===== src/rtl/apb_i2c_regif_pkg.sv =====
// Shared definitions for the APB register front end of the I2C core:
// register offsets, interrupt bit positions and the transfer FSM states.
package apb_i2c_pkg;

    localparam logic [7:0] REG_TXDATA     = 8'h00;
    localparam logic [7:0] REG_RXDATA     = 8'h04;
    localparam logic [7:0] REG_CONFIG     = 8'h08;
    localparam logic [7:0] REG_TIMEOUT    = 8'h0C;
    localparam logic [7:0] REG_INT_STATUS = 8'h10;
    localparam logic [7:0] REG_INT_ENABLE = 8'h14;
    localparam logic [7:0] REG_STATUS     = 8'h18;

    // Word indices used by the decoder (byte offset with bits [1:0] dropped)
    localparam logic [2:0] IDX_TXDATA     = REG_TXDATA[4:2];
    localparam logic [2:0] IDX_RXDATA     = REG_RXDATA[4:2];
    localparam logic [2:0] IDX_CONFIG     = REG_CONFIG[4:2];
    localparam logic [2:0] IDX_TIMEOUT    = REG_TIMEOUT[4:2];
    localparam logic [2:0] IDX_INT_STATUS = REG_INT_STATUS[4:2];
    localparam logic [2:0] IDX_INT_ENABLE = REG_INT_ENABLE[4:2];
    localparam logic [2:0] IDX_STATUS     = REG_STATUS[4:2];

    localparam int INT_W   = 5;
    localparam int INT_TXE  = 0;
    localparam int INT_RXNE = 1;
    localparam int INT_ERR  = 2;
    localparam int INT_OVF  = 3;
    localparam int INT_UNF  = 4;

    typedef enum logic {
        IDLE   = 1'b0,
        ACCESS = 1'b1
    } apb_state_e;

endpackage


===== src/rtl/apb_i2c_irq_ctrl.sv =====
// Interrupt block: edge detection on FIFO/core status, sticky W1C status,
// enable register and a registered, masked interrupt line.
module apb_i2c_irq_ctrl
    import apb_i2c_pkg::*;
(
    input  logic             PCLK,
    input  logic             PRESET,
    input  logic             tx_empty,
    input  logic             rx_empty,
    input  logic             core_error,
    input  logic             ovf_set,
    input  logic             unf_set,
    input  logic [INT_W-1:0] w1c_mask,
    input  logic             ie_we,
    input  logic [INT_W-1:0] ie_wdata,
    output logic [INT_W-1:0] int_status,
    output logic [INT_W-1:0] int_enable,
    output logic             irq
);

    logic             tx_empty_q_r;
    logic             rx_empty_q_r;
    logic             err_q_r;
    logic [INT_W-1:0] status_r;
    logic [INT_W-1:0] enable_r;
    logic             irq_r;
    logic [INT_W-1:0] set_s;
    logic [INT_W-1:0] status_next_s;
    logic [INT_W-1:0] enable_next_s;

    // Next status/enable; sets are OR-ed after the clear so a coincident set wins
    always_comb begin
        set_s           = '0;
        set_s[INT_TXE]  = tx_empty & ~tx_empty_q_r;
        set_s[INT_RXNE] = ~rx_empty & rx_empty_q_r;
        set_s[INT_ERR]  = core_error & ~err_q_r;
        set_s[INT_OVF]  = ovf_set;
        set_s[INT_UNF]  = unf_set;
        status_next_s   = (status_r & ~w1c_mask) | set_s;
        if (ie_we) begin
            enable_next_s = ie_wdata;
        end else begin
            enable_next_s = enable_r;
        end
    end

    // Edge history, interrupt registers and the masked irq
    always_ff @(posedge PCLK) begin
        if (PRESET) begin
            tx_empty_q_r <= 1'b1;
            rx_empty_q_r <= 1'b1;
            err_q_r      <= 1'b0;
            status_r     <= '0;
            enable_r     <= '0;
            irq_r        <= 1'b0;
        end else begin
            tx_empty_q_r <= tx_empty;
            rx_empty_q_r <= rx_empty;
            err_q_r      <= core_error;
            status_r     <= status_next_s;
            enable_r     <= enable_next_s;
            irq_r        <= |(status_next_s & enable_next_s);
        end
    end

    assign int_status = status_r;
    assign int_enable = enable_r;
    assign irq        = irq_r;

endmodule


===== src/rtl/apb_i2c_regif.sv =====
// APB3 slave register interface for the I2C core: transfer FSM with wait
// states, address decode with PSLVERR, FIFO strobes and configuration registers.
module apb_i2c_regif
    import apb_i2c_pkg::*;
#(
    parameter int ADDR_W      = 8,
    parameter int DATA_W      = 32,
    parameter int CFG_W       = 14,
    parameter int TMO_W       = 14,
    parameter int WAIT_STATES = 0
) (
    input  logic              PCLK,
    input  logic              PRESET,
    input  logic              PSEL,
    input  logic              PENABLE,
    input  logic              PWRITE,
    input  logic [ADDR_W-1:0] PADDR,
    input  logic [DATA_W-1:0] PWDATA,
    output logic [DATA_W-1:0] PRDATA,
    output logic              PREADY,
    output logic              PSLVERR,
    output logic              tx_wr_en,
    output logic [DATA_W-1:0] tx_wr_data,
    input  logic              tx_full,
    input  logic              tx_empty,
    output logic              rx_rd_en,
    input  logic [DATA_W-1:0] rx_rd_data,
    input  logic              rx_empty,
    input  logic              core_error,
    output logic [CFG_W-1:0]  cfg,
    output logic [TMO_W-1:0]  timeout,
    output logic              irq
);

    localparam logic [3:0] WAIT_LAST = 4'(WAIT_STATES);

    apb_state_e        state_r;
    apb_state_e        state_next_s;
    logic [3:0]        wait_cnt_r;
    logic              req_write_r;
    logic [2:0]        req_idx_r;
    logic              req_bad_r;
    logic [CFG_W-1:0]  cfg_r;
    logic [TMO_W-1:0]  timeout_r;

    logic [ADDR_W-1:0] word_addr_s;
    logic              setup_s;
    logic              mapped_s;
    logic              bad_s;
    logic              wait_done_s;
    logic              complete_s;
    logic              is_tx_s;
    logic              is_rx_s;
    logic              fifo_err_s;
    logic              err_s;
    logic              ok_wr_s;
    logic              ok_rd_s;
    logic [DATA_W-1:0] rd_mux_s;
    logic              ovf_set_s;
    logic              unf_set_s;
    logic [INT_W-1:0]  w1c_mask_s;
    logic              ie_we_s;
    logic [INT_W-1:0]  int_status_s;
    logic [INT_W-1:0]  int_enable_s;

    // Setup-phase decode; static errors depend only on address and direction
    always_comb begin
        setup_s     = PSEL & ~PENABLE;
        word_addr_s = PADDR >> 2;
        mapped_s    = (word_addr_s <= ADDR_W'(IDX_STATUS));
        bad_s       = ~mapped_s
                    | (PWRITE & ((word_addr_s[2:0] == IDX_RXDATA) | (word_addr_s[2:0] == IDX_STATUS)))
                    | (~PWRITE & (word_addr_s[2:0] == IDX_TXDATA));
        wait_done_s = (wait_cnt_r == WAIT_LAST);
    end

    // Transfer FSM next state; completion is suppressed while reset is asserted
    always_comb begin
        state_next_s = state_r;
        complete_s   = 1'b0;
        case (state_r)
            IDLE: begin
                if (setup_s) begin
                    state_next_s = ACCESS;
                end else begin
                    state_next_s = IDLE;
                end
            end
            ACCESS: begin
                if (!PSEL) begin
                    state_next_s = IDLE;
                end else if (!wait_done_s) begin
                    state_next_s = ACCESS;
                end else begin
                    state_next_s = IDLE;
                    complete_s   = ~PRESET;
                end
            end
            default: state_next_s = IDLE;
        endcase
    end

    // FSM state, wait counter and latched request
    always_ff @(posedge PCLK) begin
        if (PRESET) begin
            state_r     <= IDLE;
            wait_cnt_r  <= 4'd0;
            req_write_r <= 1'b0;
            req_idx_r   <= 3'd0;
            req_bad_r   <= 1'b0;
        end else begin
            state_r <= state_next_s;
            if ((state_r == IDLE) && setup_s) begin
                wait_cnt_r  <= 4'd0;
                req_write_r <= PWRITE;
                req_idx_r   <= word_addr_s[2:0];
                req_bad_r   <= bad_s;
            end else if ((state_r == ACCESS) && PSEL && !wait_done_s) begin
                wait_cnt_r <= wait_cnt_r + 4'd1;
            end else begin
                wait_cnt_r <= wait_cnt_r;
            end
        end
    end

    // Completion-cycle results: FIFO-state errors, strobes and read mux
    always_comb begin
        is_tx_s    = (req_idx_r == IDX_TXDATA);
        is_rx_s    = (req_idx_r == IDX_RXDATA);
        fifo_err_s = ~req_bad_r & ((req_write_r & is_tx_s & tx_full)
                                 | (~req_write_r & is_rx_s & rx_empty));
        err_s      = req_bad_r | fifo_err_s;
        ok_wr_s    = complete_s & req_write_r & ~err_s;
        ok_rd_s    = complete_s & ~req_write_r & ~err_s;
        ovf_set_s  = complete_s & ~req_bad_r & req_write_r & is_tx_s & tx_full;
        unf_set_s  = complete_s & ~req_bad_r & ~req_write_r & is_rx_s & rx_empty;
        ie_we_s    = ok_wr_s & (req_idx_r == IDX_INT_ENABLE);
        if (ok_wr_s && (req_idx_r == IDX_INT_STATUS)) begin
            w1c_mask_s = PWDATA[INT_W-1:0];
        end else begin
            w1c_mask_s = '0;
        end
        case (req_idx_r)
            IDX_RXDATA:     rd_mux_s = rx_rd_data;
            IDX_CONFIG:     rd_mux_s = DATA_W'(cfg_r);
            IDX_TIMEOUT:    rd_mux_s = DATA_W'(timeout_r);
            IDX_INT_STATUS: rd_mux_s = DATA_W'(int_status_s);
            IDX_INT_ENABLE: rd_mux_s = DATA_W'(int_enable_s);
            IDX_STATUS:     rd_mux_s = DATA_W'({core_error, rx_empty, tx_full, tx_empty});
            default:        rd_mux_s = '0;
        endcase
    end

    // CONFIG and TIMEOUT registers
    always_ff @(posedge PCLK) begin
        if (PRESET) begin
            cfg_r     <= '0;
            timeout_r <= '0;
        end else begin
            if (ok_wr_s && (req_idx_r == IDX_CONFIG)) begin
                cfg_r <= PWDATA[CFG_W-1:0];
            end else begin
                cfg_r <= cfg_r;
            end
            if (ok_wr_s && (req_idx_r == IDX_TIMEOUT)) begin
                timeout_r <= PWDATA[TMO_W-1:0];
            end else begin
                timeout_r <= timeout_r;
            end
        end
    end

    apb_i2c_irq_ctrl u_irq (
        .PCLK       (PCLK),
        .PRESET     (PRESET),
        .tx_empty   (tx_empty),
        .rx_empty   (rx_empty),
        .core_error (core_error),
        .ovf_set    (ovf_set_s),
        .unf_set    (unf_set_s),
        .w1c_mask   (w1c_mask_s),
        .ie_we      (ie_we_s),
        .ie_wdata   (PWDATA[INT_W-1:0]),
        .int_status (int_status_s),
        .int_enable (int_enable_s),
        .irq        (irq)
    );

    assign PREADY     = complete_s;
    assign PSLVERR    = complete_s & err_s;
    assign PRDATA     = ok_rd_s ? rd_mux_s : '0;
    assign tx_wr_en   = ok_wr_s & is_tx_s;
    assign tx_wr_data = PWDATA;
    assign rx_rd_en   = ok_rd_s & is_rx_s;
    assign cfg        = cfg_r;
    assign timeout    = timeout_r;

endmodule

===== config.mk =====
export PLATFORM = sky130hd
export DESIGN_NAME = apb_i2c_regif
export DESIGN_NICKNAME = d
export VERILOG_FILES = /design/src/rtl/apb_i2c_regif_pkg.sv /design/src/rtl/apb_i2c_irq_ctrl.sv /design/src/rtl/apb_i2c_regif.sv
export SDC_FILE = /design/constraint.sdc
export NUM_CORES = 1
export LEC_CHECK = 0
export CAP_MARGIN = 20
export CORE_MARGIN = 2
export CORE_UTILIZATION = 39
export CTS_CLUSTER_DIAMETER = 200
export CTS_CLUSTER_SIZE = 28
export DETAILED_ROUTE_END_ITERATION = 12
export HOLD_SLACK_MARGIN = 0.08
export PLACE_DENSITY = 0.84
export REMOVE_ABC_BUFFERS = 1
export SLEW_MARGIN = 40
export SYNTH_ARGS = -nofsm -noshare
export SYNTH_HDL_FRONTEND = slang
export SYNTH_HIERARCHICAL = 1
export SYNTH_SLANG_ARGS = --single-unit

===== constraint.sdc =====
create_clock -name PCLK -period 2.8 [get_ports PCLK]
set_input_delay 0.42 -clock PCLK [delete_from_list [all_inputs] [get_ports PCLK]]
set_output_delay 0.42 -clock PCLK [all_outputs]
set_load 0.005 [all_outputs]

==> results by group <==
Synth
  – Post-Synth XOR/XNOR Area: 0.847%
  – Mapped Area: approximately 3100 um^2
  – Register area share after synthesis: between 30% and 40%
  – Netlist cell types: 51
  – Asr flop ratio synth: 0%
  – Mapped Avg Cell Area: slightly below 9 um^2
  – Complex-gate fraction of the synthesized area: between 10% and 20%
  – Post-synth EDFFs: 0
  – Mux contribution to synthesized area: between 10% and 20%
  – Main combinational cell family by area after synthesis: simple AND/OR/NAND/NOR gates
  – Dominant synthesized flop cell: dfxtp_1
  – Flops & latches, synth: 52
  – Post-Synth Adder-Cell Area: less than 1%
  – Simple-gate share of the synthesized area: a little under a quarter
  – Post-synthesis cell count: between 300 and 400
  – Syn. warnings: 6

Cells and area
  – Total Nets Final: ~540
  – Commonest non-fill, non-tap cells in the layout: clkdlybuf4s50_1, nor2_1, dfxtp_1, mux2i_1, and2_1
  – Multi-input gate area: 1720 um^2
  – Design area: 4590 um^2
  – Fill count: 661
  – Register area: about 1000 um^2
  – Most common cell after layout, fill and taps aside: clkdlybuf4s50_1
  – Layout cells sized above 1: between 15 and 20%
  – Non-Filler Instances: approximately 560
  – Synthesis-to-finish area growth: 48.0%
  – Diodes inserted: 0

Power
  – Psw: approximately 350 uW
  – Comb pwr share: between 15 and 20%
  – Cell area power density: about 310 nW/um^2
  – Sequential share of power: 53.7%
  – Overall Power: about 1.4 mW
  – Pleak: 2.20 nW
  – Clock Power Share: between 20% and 30%
  – Net Sw Frac: between 20 and 25%
  – VDD IR-drop max: 267 uV
  – Internal power: 1.07 mW

Route
  – Vias per Instance: a little over 5
  – Post-route ant nets: 0
  – Post-Route WL: 9.28 mm
  – Initial DRC count: ~110
  – Avg WL per Cell: between 15 and 20 um
  – # DRC: 0
  – Via Count: about 2900
  – DRT Pass-1 Iters: 4

STA
  – Slew Viols, Final: 0
  – Crit path time final: 2790 ps
  – Worst-Margin Slew: 661 ps
  – Final WS setup: 12.0 ps
  – Period utilization: between 90% and 100%
  – Setup violators final: 0
  – Rel. slew slack: approximately 56%
  – Peak Freq: approximately 0.36 GHz
  – Clock skew: 8.46 ps
  – RSZ-0062 raised after global routing: true
  – Final Hold Fails: 0

GRT
  – Vias in the first global route: between 2000 and 3000
  – Total Routing Usage GR: 20.5%
  – Met1 usage: 24.1%
  – Met2 Use GR: between 30 and 40%
  – GRT Max-Usage Layer: met2
  – Largest net degree at the start of global routing: 49
  – Grt total ovfl: 0
  – First-pass GRT wire length: between 10 and 15 mm
  – Met3 usage: a little under a tenth
  – Initial antenna violation count: 0

Worst hold path
  – Hold path depth: 2
  – Hold_sp: u_irq/rx_empty_q_r
  – Hold EP: u_irq/int_status[1]
  – Hold Path Class: reg2reg

Place
  – Placed instance count: approximately 550
  – Setup WS pre-CTS: -144 ps
  – PortBufs: roughly 140
  – Final Wtd Congestion: around 0.83
  – Post-placement cell area: about 4400 um^2
  – Detailed placer's ending HPWL: about 7 mm

Setup path
  – Setup slack, reg-to-reg: between 100 and 150 ps
  – R2R Path End: u_irq/irq
  – WP data required: between 2000 and 2500 ps
  – Startpoint type of the worst setup path: flop
  – CP Max Fanout: 5
  – Worst reg-to-reg path cell count: 10
  – CP endpoint kind: output port
  – Worst R2R Start: wait_cnt_r[0]
  – WP data arrival: 2370 ps
  – Worst setup path category: reg2out

Clock network
  – Clock transition at path regs: 90 ps
  – Sink Count: 52
  – Total CTS buffers: 5
  – Cts hold-fix bufs: 0
  – Clk Latency, worst-skew pair: approximately 300 ps
  – H-tree Lvls: 2
  – CTS root buf: clkbuf_8
  – CTS tree: built
  – Worst-case clock buffer depth: 2

Die
  – Initial core utilization: 40.2%
  – # IOs: around 180
  – Die W: 93.2 um
  – Total Die Area: 8690 um^2
  – Core Region: approximately 7700 um^2
  – # rows: 32
  – Die H: a little over 90 um

Outcome
  – Outcome: complete, no violations

Run
  – Max-cap violations: 0
==> repair_timing <==
item	in CTS	in global routing
gates resized for setup	21	30
gates cloned	1	0
endpoints found under the setup margin	33	27
setup buffers	3	4
pin swaps	5	1
==> cells in the mapped netlist, types with 2 or more instances <==
master / n / area (um^2)
nor4_4: 2 / 42.5
inv_1: 9 / 33.8
nor2b_1: 7 / 43.8
buf_6: 3 / 33.8
nand2_1: 3 / 11.3
buf_2: 7 / 35.0
mux2_2: 12 / 135
a211oi_1: 6 / 45.0
and3b_1: 2 / 17.5
clkbuf_1: 7 / 26.3
or2_2: 3 / 18.8
buf_4: 34 / 255
and2_1: 23 / 144
ha_1: 2 / 25.0
nand3b_1: 3 / 22.5
nor4_1: 4 / 25.0
a22oi_1: 10 / 75.1
buf_1: 2 / 7.51
a21oi_1: 10 / 50.1
a221oi_1: 5 / 43.8
mux2i_1: 42 / 420
dfxtp_1: 52 / 1040
nand2b_1: 7 / 43.8
nor2_1: 63 / 236
o31ai_1: 2 / 15.0
xnor2_1: 2 / 17.5
==> power by group through the flow <==
stage               Clock, mW  Combinational (mW)  Sequential (mW)
finish                  0.422               0.235            0.762
global route            0.464               0.252            0.763
CTS                     0.432               0.234            0.761
detailed placement          0               0.229            0.778
global placement            0               0.225            0.777
floorplan                   0              0.0685            0.782
==> worst max-delay path by stage <==
stage / start / slack (ps) / endpoint / depth (start not counted)
2_1_floorplan: wait_cnt_r[0] / 7 / u_irq/irq / 9
4_1_cts: wait_cnt_r[0] / 1 / PRDATA[17] / 8
3_3_place_gp: PSEL / -70 / PRDATA[11] / 6
5_1_grt: wait_cnt_r[1] / -110 / PRDATA[8] / 7
3_5_place_dp: PSEL / -140 / PRDATA[5] / 6
6_report: wait_cnt_r[0] / 10 / PRDATA[8] / 7
==> kinds of logic after synthesis <==
family	Yosys count
XOR/XNOR	3
AND/OR/NAND/NOR	131
adder cells (fa/ha/maj)	2
multiplexers	54
AO/OA/AOI/OAI	43
buffers and inverters	62
flip-flops	52
==> critical path, stage by stage, from the launching register on <==
cell and delay [ps]:
dfxtp_2 340, inv_1 80, ha_2 180, nor4b_4 220, nand2_2 160, or4_4 480, nor2_2 110, clkdlybuf4s50_1 500
==> final cells by class <==
cell class	instances	share of cell area (%)
timing repair buffer	159	34.4
multi-input combinational	234	37.4
sequential	52	22.7
clock inverter	2	0.354
tap	102	2.78
clock buffer	6	1.58
inverter	9	0.735
==> metrics by stage <==
stage          hold slack, ps  TNS (ps)  util, %
2_1_floorplan             448         0        -
3_3_place_gp              466      -743     56.4
3_5_place_dp              484      -985     56.4
4_1_cts                   497         0     58.1
5_1_grt                   501      -155     59.4
6_report                  492         0     59.4
==> flip-flops by register name (all words and copies together), names as in the netlist <==
signal	cells
u_irq/int_enable	5
req_bad_r	1
timeout	14
wait_cnt_r	4
req_write_r	1
u_irq/tx_empty_q_r	1
u_irq/err_q_r	1
req_idx_r	3
u_irq/irq	1
state_r	1
u_irq/rx_empty_q_r	1
cfg	14
u_irq/int_status	5
==> per-layer routing <==
layer,vias to the layer above,share of wire [%],wire length [um]
met2,121,49,4550
met4,2,1.2,111
met5,-,0.74,69
li1,1390,-,-
met1,1356,40,3690
met3,10,9.2,849
Power figures use the tool's default switching activity.
